--- src/rtl/fpu_wb_stage.sv ---
// -----------------------------------------------------------------------------
// fpu_wb_stage
//
// Writeback stage that sits after the FPU execution units. Completed results
// are queued in a small FIFO. Each result is then sent to either the FP
// register file or the shared integer register-file write port. The IEEE
// exception flags of every retired result are OR-ed into fflags. The FIFO
// lets fixed-latency FPU units keep running while the integer write port is
// claimed by the integer pipeline.
//
// Parameters
//   DEPTH : FIFO entries (power of two, >= 2)
//   AW    : pointer width, log2(DEPTH)
//
// Ports
//   clk_i, rst_i              clock, asynchronous active-high reset
//   resValid_i / resReady_o   result handshake from the FPU
//   resData_i, resRd_i        result value and destination register
//   resToInt_i                1 = integer regfile destination, 0 = FP regfile
//   resFflags_i               NV,DZ,OF,UF,NX flags of this result
//   flush_i                   synchronous discard of all buffered results
//   intPortBusy_i             integer write port is taken this cycle
//   fpWr*_o                   FP regfile write port
//   intWr*_o                  integer regfile write port
//   csrFflagsWe_i/Data_i      CSR write to fflags
//   fflags_o                  accumulated exception flags
//   fpuIdle_o                 FIFO empty
// -----------------------------------------------------------------------------
module fpu_wb_stage #(
  parameter int DEPTH = 2,
  parameter int AW    = 1
) (
  input  logic        clk_i,
  input  logic        rst_i,
  input  logic        resValid_i,
  output logic        resReady_o,
  input  logic [31:0] resData_i,
  input  logic [4:0]  resRd_i,
  input  logic        resToInt_i,
  input  logic [4:0]  resFflags_i,
  input  logic        flush_i,
  input  logic        intPortBusy_i,
  output logic        fpWrEn_o,
  output logic [4:0]  fpWrAddr_o,
  output logic [31:0] fpWrData_o,
  output logic        intWrEn_o,
  output logic [4:0]  intWrAddr_o,
  output logic [31:0] intWrData_o,
  input  logic        csrFflagsWe_i,
  input  logic [4:0]  csrFflagsData_i,
  output logic [4:0]  fflags_o,
  output logic        fpuIdle_o
);

  typedef struct packed {
    logic [31:0] data;
    logic [4:0]  rd;
    logic        toInt;
    logic [4:0]  fflags;
  } entry_t;

  localparam logic [AW:0] FullCount = (AW+1)'(DEPTH);

  entry_t        mem [DEPTH];
  logic [AW-1:0] rdPtr;
  logic [AW-1:0] wrPtr;
  logic [AW:0]   count;
  logic [AW:0]   countNext;
  entry_t        head;
  logic          empty;
  logic          pushEn;
  logic          popEn;
  logic [4:0]    popFlags;

  assign empty      = (count == '0);
  assign head       = mem[rdPtr];
  assign fpuIdle_o  = empty;

  // Ready depends on count only: a full FIFO never takes a new result in the
  // same cycle it retires the head.
  assign resReady_o = (count != FullCount);

  assign pushEn = resValid_i && resReady_o && !flush_i;

  // A to-int head waits for the shared port even when rd=0. That way it
  // retires in order and its flags are counted.
  assign popEn  = !empty && (!head.toInt || !intPortBusy_i) && !flush_i;

  // Flags are taken only from a result that actually retires. That covers
  // the flush cycle as well.
  assign popFlags = popEn ? head.fflags : 5'd0;

  // Write enables show the head combinationally, also during a flush cycle.
  assign fpWrEn_o    = !empty && !head.toInt;
  assign fpWrAddr_o  = head.rd;
  assign fpWrData_o  = head.data;
  assign intWrEn_o   = !empty && head.toInt && !intPortBusy_i && (head.rd != 5'd0);
  assign intWrAddr_o = head.rd;
  assign intWrData_o = head.data;

  always_comb begin
    // NOTE: assign a default first so every path drives countNext; otherwise a latch is inferred.
    countNext = count;
    if (pushEn && !popEn) begin
      countNext = count + (AW+1)'(1);
    end else if (!pushEn && popEn) begin
      countNext = count - (AW+1)'(1);
    end
  end

  // NOTE: state registers use non-blocking assignments so every flop samples pre-edge values.
  always_ff @(posedge clk_i or posedge rst_i) begin
    if (rst_i) begin
      rdPtr <= '0;
      wrPtr <= '0;
      count <= '0;
    end else if (flush_i) begin
      rdPtr <= '0;
      wrPtr <= '0;
      count <= '0;
    end else begin
      if (pushEn) wrPtr <= wrPtr + AW'(1);
      if (popEn)  rdPtr <= rdPtr + AW'(1);
      count <= countNext;
    end
  end

  // Flags of a result retiring in the same cycle as a CSR write are OR-ed
  // into the written value, so they are not lost.
  always_ff @(posedge clk_i or posedge rst_i) begin
    if (rst_i) begin
      fflags_o <= 5'd0;
    end else if (csrFflagsWe_i) begin
      fflags_o <= csrFflagsData_i | popFlags;
    end else begin
      fflags_o <= fflags_o | popFlags;
    end
  end

  // NOTE: FIFO storage has no reset; count and pointers decide which entries are valid.
  always_ff @(posedge clk_i) begin
    if (pushEn) begin
      mem[wrPtr] <= {resData_i, resRd_i, resToInt_i, resFflags_i};
    end
  end

endmodule

--- config.mk ---
export PLATFORM = sky130hd
export DESIGN_NAME = fpu_wb_stage
export DESIGN_NICKNAME = d
export VERILOG_FILES = /design/src/rtl/fpu_wb_stage.sv
export SDC_FILE = /design/constraint.sdc
export NUM_CORES = 1
export LEC_CHECK = 0
export BUFFER_PORTS_ARGS = -buffer_cell sky130_fd_sc_hd__buf_2
export CAP_MARGIN = 20
export CORE_MARGIN = 3
export CORE_UTILIZATION = 55
export CTS_BUF_LIST = sky130_fd_sc_hd__clkbuf_4 sky130_fd_sc_hd__clkbuf_8
export CTS_CLUSTER_SIZE = 12
export DETAILED_ROUTE_END_ITERATION = 10
export GPL_TIMING_DRIVEN = 0
export HOLD_SLACK_MARGIN = 0.08
export PLACE_DENSITY = 0.92
export SLEW_MARGIN = 20
export SYNTH_ARGS = -nofsm -noshare
export SYNTH_HDL_FRONTEND = slang
export SYNTH_SLANG_ARGS = --single-unit
--- constraint.sdc ---
create_clock -name clk_i -period 9.4 [get_ports clk_i]
set_input_delay 0.47 -clock clk_i [delete_from_list [all_inputs] [get_ports clk_i]]
set_output_delay 0.47 -clock clk_i [all_outputs]
set_load 0.005 [all_outputs]
Word-level counts from Yosys, hierarchy flattened --
Memory sizes are Yosys's and may differ from the RTL's. Index checks and enable logic that the tools add are counted.
Word-level totals: bits in registers 9, RAM bits 86, input port bits 54, output and inout bits 83, logic and storage cells 45, memories 1
Memories:
- mem | words 2, bits a word 43, read ports 1, clocked after Yosys merged registers in 0, write ports 1, line 64 | entry_t mem [DEPTH];
Cells by class: $add $sub $neg 4, equality and inequality tests 1, multiplexer cells 11, bitwise operators 2, reductions and logical operators 22
Operator list (number):
- $logic_and A1 B1 Y1 | 10
- $mux W5 | 2
- $or A5 B5 Y5 | 2
- $logic_not A1 Y1 | 6
- $mux W1 | 6
- $mux W2 | 3
- $reduce_bool A5 Y1 | 1
- $reduce_bool A2 Y1 | 2
- $reduce_bool A3 Y1 | 1
- $add A1 B1 Y1 const B | 2
- $add A2 B1 Y2 const B | 1
- $logic_not A2 Y1 | 1
- $ne A2 B2 Y1 const B | 1
- $sub A2 B1 Y2 const B | 1
- $logic_or A1 B1 Y1 | 1

Logic depth before layout (Yosys ltp) --
Gate-level depths: netlist of run 1. An unclocked memory read counts as a cell.
word-level depth 9, gate-level depth with buffers 4, depth with buffers taken out 4

Worst setup path after synthesis of run 1 --
Ideal clock, no wire load.
path kind register -> register, from reg count[1], to mem mem[1][0] (netlist name), enable pin, setup time 0.506 ns, data arrival time 3.860 ns, data required time 8.894 ns, slack 5.034 ns, stages on the path, launching flop included 5, buffers on the path 0, clock period less this slack 4.366 ns, cell sequence dfrtp_1 > nor2b_1 > inv_1 > nand2_1 > nor3b_1
Between the ends: cells in the longest elaborated chain, start to end 5
RTL lines:
- start: declaration | line 67 | logic [AW:0] count;
- start signal: assignment | line 124 | count <= countNext;
- $ne A2 B2 Y1 | line 81 | assign resReady_o = (count != FullCount);
- named net resReady_o | line 36 | output logic resReady_o,
- $logic_and A1 B1 Y1 (2 in a row) | line 83 | assign pushEn = resValid_i && resReady_o && !flush_i;
- $mux W1 | line 142 | if (pushEn) begin
- $mux W1 (not written as such) | line 143 | mem[wrPtr] <= {resData_i, resRd_i, resToInt_i, resFflags_i};
- end: declaration | line 64
The timed path passes the listed nets, and every way through them passes these cells.

Worst setup path in the final report of run 1 --
from reg rdPtr, to out intWrData_o[11]
Between the ends: cells in the longest elaborated chain, start to end 1
RTL lines:
- start: declaration | line 65 | logic [AW-1:0] rdPtr;
- start signal: assignment | line 123 | if (popEn) rdPtr <= rdPtr + AW'(1);
- $mem_v2 Z2 W43
- end: declaration | line 48 | output logic [31:0] intWrData_o,
Every way passes these cells.

==> impl_metrics.env, run 1 <==
export IMPL_status="finished, final reports clean"
export IMPL_r2r_start="count[1]$_DFFE_PP0P_"
export IMPL_drive_gt1_frac=0.644
export IMPL_gp_congestion=0.762
export IMPL_crit_path_end="intWrData_o[11]"
export IMPL_synth_top_cell_by_area="edfxtp_1"
export IMPL_slew_headroom=0.522
export IMPL_ys_seq_area_frac=0.720
export IMPL_crit_chain="buf_2, buf_2, mux2_2, buf_4, buf_2"
export IMPL_synth_edf_count=86
export IMPL_fin_crit_sh=0.265
export IMPL_stdcell_count=481
export IMPL_postCtsHoldBufs=1
export IMPL_syn_num_nets=279
export IMPL_placementRows=30
export IMPL_port_buffers=134
export IMPL_cp_start_kind="flip-flop"
export IMPL_synth_ff_type="edfxtp_1"
export IMPL_die_area_sq_um=8140
export IMPL_leakage_nw=2.05
export IMPL_required_ns=8.93
export IMPL_htreeDepth=3
export IMPL_drt_total_wl_um=7830
export IMPL_nNetsFinal=434
export IMPL_hpwlAfterDp_um=6040
export IMPL_overflow=0
export IMPL_power_density_nw_per_um2=178
export IMPL_fin_skew_ns=0.00621
export IMPL_dp_cells=464
export IMPL_ios=137
export IMPL_vias=2400
export IMPL_fin_setup_tns_ns=0
export IMPL_fmax_mhz=401
export IMPL_max_vdd_ir_drop_mv=0.132
export IMPL_core_area_sq_um=6830
export IMPL_synth_seq_cells=95
export IMPL_die_h_um=90.2
export IMPL_synth_cells=225
export IMPL_start_util=0.571
export IMPL_holdPathStages=1
export IMPL_drtAntennaViolNets=0
export IMPL_finalSetupViolCount=0
export IMPL_syn_area_sq_um=3900
export IMPL_path_max_fanout=10
export IMPL_synth_commonest_cells="86 x edfxtp_1, 38 x buf_4, 38 x mux2_2"
export IMPL_fp_dieW_um=90.2
export IMPL_drv_slew=0
export IMPL_worstMarginPinSlew_ns=0.714
export IMPL_cp_arrival_ns=2.02
export IMPL_yosysMostFrequentCell="edfxtp_1"
export IMPL_synth_area_per_cell_sq_um=17.3
export IMPL_worstSetupPathType="flip-flop to primary output"
export IMPL_endpoint_kind="primary output"
export IMPL_slowest_delay_ns=0.41
export IMPL_clockBufferDepth=2
export IMPL_cts_tree="built"
export IMPL_finalCriticalPeriod_ns=2.49
export IMPL_cts_buffers=9
export IMPL_post_cts_resized=0
export IMPL_slowest_stage="dfrtp_1"
export IMPL_cts_setup_buffers=0
export IMPL_ys_warn_count=0
export IMPL_final_cell_area_sq_um=4990
export IMPL_clkLatencyLatePin_ns=0.35
export IMPL_drt_pre_antenna_iters=4
export IMPL_hold_slack_ns=0.300
export IMPL_first_iter_violations=69
export IMPL_grt_pass1_wl_um=12200
export IMPL_hp_class="input port to flip-flop"
export IMPL_avgViaCountPerCell=4.99
export IMPL_grt_pass1_vias=2576
export IMPL_diodes=0
export IMPL_wire_per_inst_um=16.3
export IMPL_rr_worst_depth=6
export IMPL_syn_to_final_growth_pct=27.9
export IMPL_reg2reg_to="mem[1][15]$_DFFE_PP_"
export IMPL_clk_pin_slew_worst_paths_ns=0.09
export IMPL_drc_errors=0
export IMPL_cts_root_buffer="clkbuf_8"
export IMPL_rsz0062_at_grt="false"
export IMPL_netlist_area_leader_share=0.662
export IMPL_antenna_found_initial=0
export IMPL_grt_max_degree=17
export IMPL_reg2reg_setup_slack_ns=7.20
export IMPL_hold_viol=0
export IMPL_synth_area_top_cells="edfxtp_1 66%, mux2_2 11%, buf_4 7.3%"
export IMPL_critPathLaunch="rdPtr$_DFFE_PP0P_"
export IMPL_synthArstFlopShare=0.0947
export IMPL_ys_types=28
export IMPL_maxCapViolations=0
export IMPL_crit_top_cell="buf_2"
export IMPL_grtUsageTotal=0.195
export IMPL_cts_sinks=95
export IMPL_placed_cell_area_sq_um=4770
[where the power goes]
| group | leakage (nW) | switching (W) | internal (W) | total, W |
|---|---|---|---|---|
| clock | 0.0925 | 0.000139 | 0.000127 | 0.000267 |
| combinational | 1.06 | 0.0000610 | 0.0000756 | 0.000137 |
| sequential | 0.899 | 0.00000612 | 0.000479 | 0.000485 |
| total | 2.05 | 0.000207 | 0.000682 | 0.000888 |
[worst max-delay path: cells and delay by family (launching register included)]
family / cells / cell delay, ns
buf+inv: 4 / 0.86
flops: 1 / 0.41
mux: 1 / 0.40
[through the flow]
step                worst slack, ns  power, W  utilization
floorplan                      5.03  0.000571            -
global placement               3.37  0.000624        0.686
detailed placement             7.18  0.000632        0.699
CTS                            6.89  0.000896        0.730
global route                   6.82  0.000924        0.730
finish                         6.91  0.000888        0.730
[per-layer routing]
metal  part of all wire  global-route usage  wire [um]  vias to the layer above
met4              0.029               0.103        228                        0
met3              0.048              0.0343        375                       19
li1                   -                   -          -                     1120
met2               0.58               0.375       4520                       86
met1               0.35               0.199       2710                     1175
met5                  0                   0          0                        -
[cell usage in the layout (no fill, tap or decap), drive strengths merged, types with 2 or more instances in the layout]
cell type and n:
mux2i 11, clkbuf 10, nor2b 2, inv 5
clkinvlp 3, nor2 4, dfrtp 9, edfxtp 86
mux2 39, buf 187, nand2 2, a21oi 3
nor3 3, o21ai 6
[area by class of cell]
class | count | area, sq um
well taps | 96 | 120
multi-input cells | 82 | 773
plain buffers | 44 | 313
clock inverters | 6 | 70.1
inverters | 4 | 15.0
flip-flops and latches | 95 | 2810
repair buffers | 144 | 756
clock buffers | 10 | 131
fillers | 468 | 1850
[cell families after synthesis]
logic type | Yosys count | synth area share
muxes | 50 | 0.142
DFF | 95 | 0.720
buffers and inverters | 48 | 0.0841
AOI/OAI and AO/OA | 16 | 0.0321
and+or+nand+nor | 16 | 0.0218
[state kept, by name, summed over array words and instances, names as in the netlist]
register and cells:
mem 86, count 2, wrPtr 1, fflags_o 5, rdPtr 1
[worst min path at each step]
stage | start | endpoint
after floorplan | rst_i | count[0]$_DFFE_PP0P_
after global placement | rst_i | fflags_o[3]$_DFF_PP0_
after detailed placement | rst_i | wrPtr$_DFFE_PP0P_
after CTS | resData_i[30] | mem[0][41]$_DFFE_PP_
after global routing | resData_i[9] | mem[1][20]$_DFFE_PP_
final | resData_i[9] | mem[0][20]$_DFFE_PP_
Power figures use the tool's default switching activity.
==> inputs of run 2 (changes only) <==
Settings changed: CORE_UTILIZATION 55 to 51, PLACE_DENSITY 0.92 to 0.86.
Clock period 9.4 ns to 2.4 ns, I/O delays scaled along.
==> run 2 against run 1 <==
Final area is 10% higher. Setup slack worse by 6.6 ns. First-iteration DRC count increased by 84%. Critical path depth is the same. Hold slack got worse by 0.19 ns. Highest routed layer unchanged.
==> impl_metrics.env, run 2 (synthesized netlist as in run 1, its figures left out) <==
export IMPL_cp_start_kind="flip-flop"
export IMPL_clkLatencyLatePin_ns=0.36
export IMPL_cts_tree="built"
export IMPL_status="finished, final reports clean"
export IMPL_cts_buffers=9
export IMPL_drive_gt1_frac=0.565
export IMPL_wire_per_inst_um=15.4
export IMPL_largest_reg_flops=86
export IMPL_rsz0062_at_grt="false"
export IMPL_cts_sinks=95
export IMPL_layout_cells_most_common_list="138 x buf_2, 86 x edfxtp_1, 50 x dlygate4sd3_1, 38 x buf_4, 38 x mux2_2"
export IMPL_fin_skew_ns=0.0107
export IMPL_placed_cell_area_sq_um=4780
export IMPL_maxCapViolations=0
export IMPL_stdcell_count=529
export IMPL_leakage_nw=2.26
export IMPL_placementRows=31
export IMPL_finalSetupViolCount=0
export IMPL_htreeDepth=3
export IMPL_drc_errors=0
export IMPL_fin_crit_sh=0.870
export IMPL_gp_congestion=0.779
export IMPL_finalCriticalPeriod_ns=2.09
export IMPL_slew_headroom=0.434
export IMPL_drv_slew=0
export IMPL_power_density_nw_per_um2=660
export IMPL_dp_cells=463
export IMPL_clk_pin_slew_worst_paths_ns=0.08
export IMPL_first_iter_violations=127
export IMPL_required_ns=2.28
export IMPL_fill_cells=441
export IMPL_die_area_sq_um=8730
export IMPL_drtAntennaViolNets=0
export IMPL_worstMarginPinSlew_ns=0.846
export IMPL_hp_class="input port to flip-flop"
export IMPL_avgViaCountPerCell=4.82
export IMPL_fp_dieW_um=93.4
export IMPL_port_buffers=134
export IMPL_place_ws_ns=0.344
export IMPL_worst_slack_ns=0.312
export IMPL_endpoint_kind="primary output"
export IMPL_cp_arrival_ns=1.97
export IMPL_hpwlAfterDp_um=5160
export IMPL_power_w=0.00363
export IMPL_top_regs="mem: 86 flops, fflags_o: 5 flops, count: 2 flops"
export IMPL_start_util=0.532
export IMPL_nNetsFinal=479
export IMPL_clockBufferDepth=2
export IMPL_grtUsageTotal=0.196
export IMPL_antenna_found_initial=0
export IMPL_hold_viol=0
export IMPL_final_cell_area_sq_um=5500
export IMPL_grt_pass1_vias=2665
export IMPL_overflow=0
export IMPL_r2r_start="count[1]$_DFFE_PP0P_"
export IMPL_core_area_sq_um=7330
export IMPL_drt_pre_antenna_iters=6
export IMPL_fmax_mhz=479
export IMPL_max_vdd_ir_drop_mv=0.458
export IMPL_hold_slack_ns=0.115
export IMPL_vias=2552
export IMPL_drt_total_wl_um=8150
export IMPL_critPathLaunch="rdPtr$_DFFE_PP0P_"
export IMPL_worstSetupPathType="flip-flop to primary output"
export IMPL_top_register="mem"
export IMPL_ios=137
export IMPL_min_from="intPortBusy_i"
export IMPL_diodes=0
export IMPL_syn_to_final_growth_pct=41.1
export IMPL_layout_commonest_cell="buf_2"
export IMPL_grt_pass1_wl_um=12900
export IMPL_path_max_fanout=10
export IMPL_grt_max_degree=17
export IMPL_die_h_um=93.4
export IMPL_cts_setup_buffers=0
export IMPL_cts_root_buffer="clkbuf_8"
==> run 2: cell type report <==
cell class / instances / area (sq um) / area share
Sequential cell: 95 / 2810 / 0.510
Timing Repair Buffer: 189 / 1240 / 0.225
Multi-Input combinational cell: 82 / 786 / 0.143
Buffer: 44 / 313 / 0.0568
Clock buffer: 9 / 124 / 0.0225
Tap cell: 99 / 124 / 0.0225
Clock inverter: 7 / 95.1 / 0.0173
Inverter: 4 / 15.0 / 0.00273
==> run 2: worst paths after layout <==
kind / end / slack [ns] / depth (start not counted)
min in group asynchronous: fflags_o[1]$_DFF_PP0_ / 0.27 / 3
worst max-delay path: intWrData_o[11] / 0.31 / 5
max in group asynchronous: rdPtr$_DFFE_PP0P_ / 1.89 / 3
worst max register to register: mem[0][10]$_DFFE_PP_ / 0.36 / 5
worst min register to register: fflags_o[0]$_DFF_PP0_ / 0.50 / 2
worst min-delay path: count[1]$_DFFE_PP0P_ / 0.11 / 3
==> run 2: timing repair <==
item	CTS	global route
hold buffers	50	0
hold endpoints to repair	101	0
gates resized for setup	0	0
setup endpoints to repair	0	0
==> run 2: routing by layer <==
metal	routed length, um	GRT usage
met5	0	0
met2	4550	0.366
met3	462	0.0499
met1	3000	0.210
met4	131	0.0733
==> run 2: power breakdown <==
group,internal (W),switching (W),leakage (nW)
registers,0.00188,0.0000225,0.899
clock network,0.000589,0.000545,0.111
logic,0.000349,0.000252,1.25
total,0.00281,0.000819,2.26
==> run 2: worst max-delay path, stage by stage, from the launching register on <==
cell	delay [ns]
dfrtp_1	0.40
buf_2	0.26
buf_2	0.30
mux2_2	0.40
buf_4	0.14
buf_2	0.11
==> run 2: through the flow <==
| step | utilization | setup TNS [ns] |
|---|---|---|
| 5_1_grt | 0.751 | 0 |
| 2_1_floorplan | - | 0 |
| 3_5_place_dp | 0.653 | 0 |
| 3_3_place_gp | 0.643 | -39.08 |
| 4_1_cts | 0.751 | 0 |
| 6_report | 0.751 | 0 |
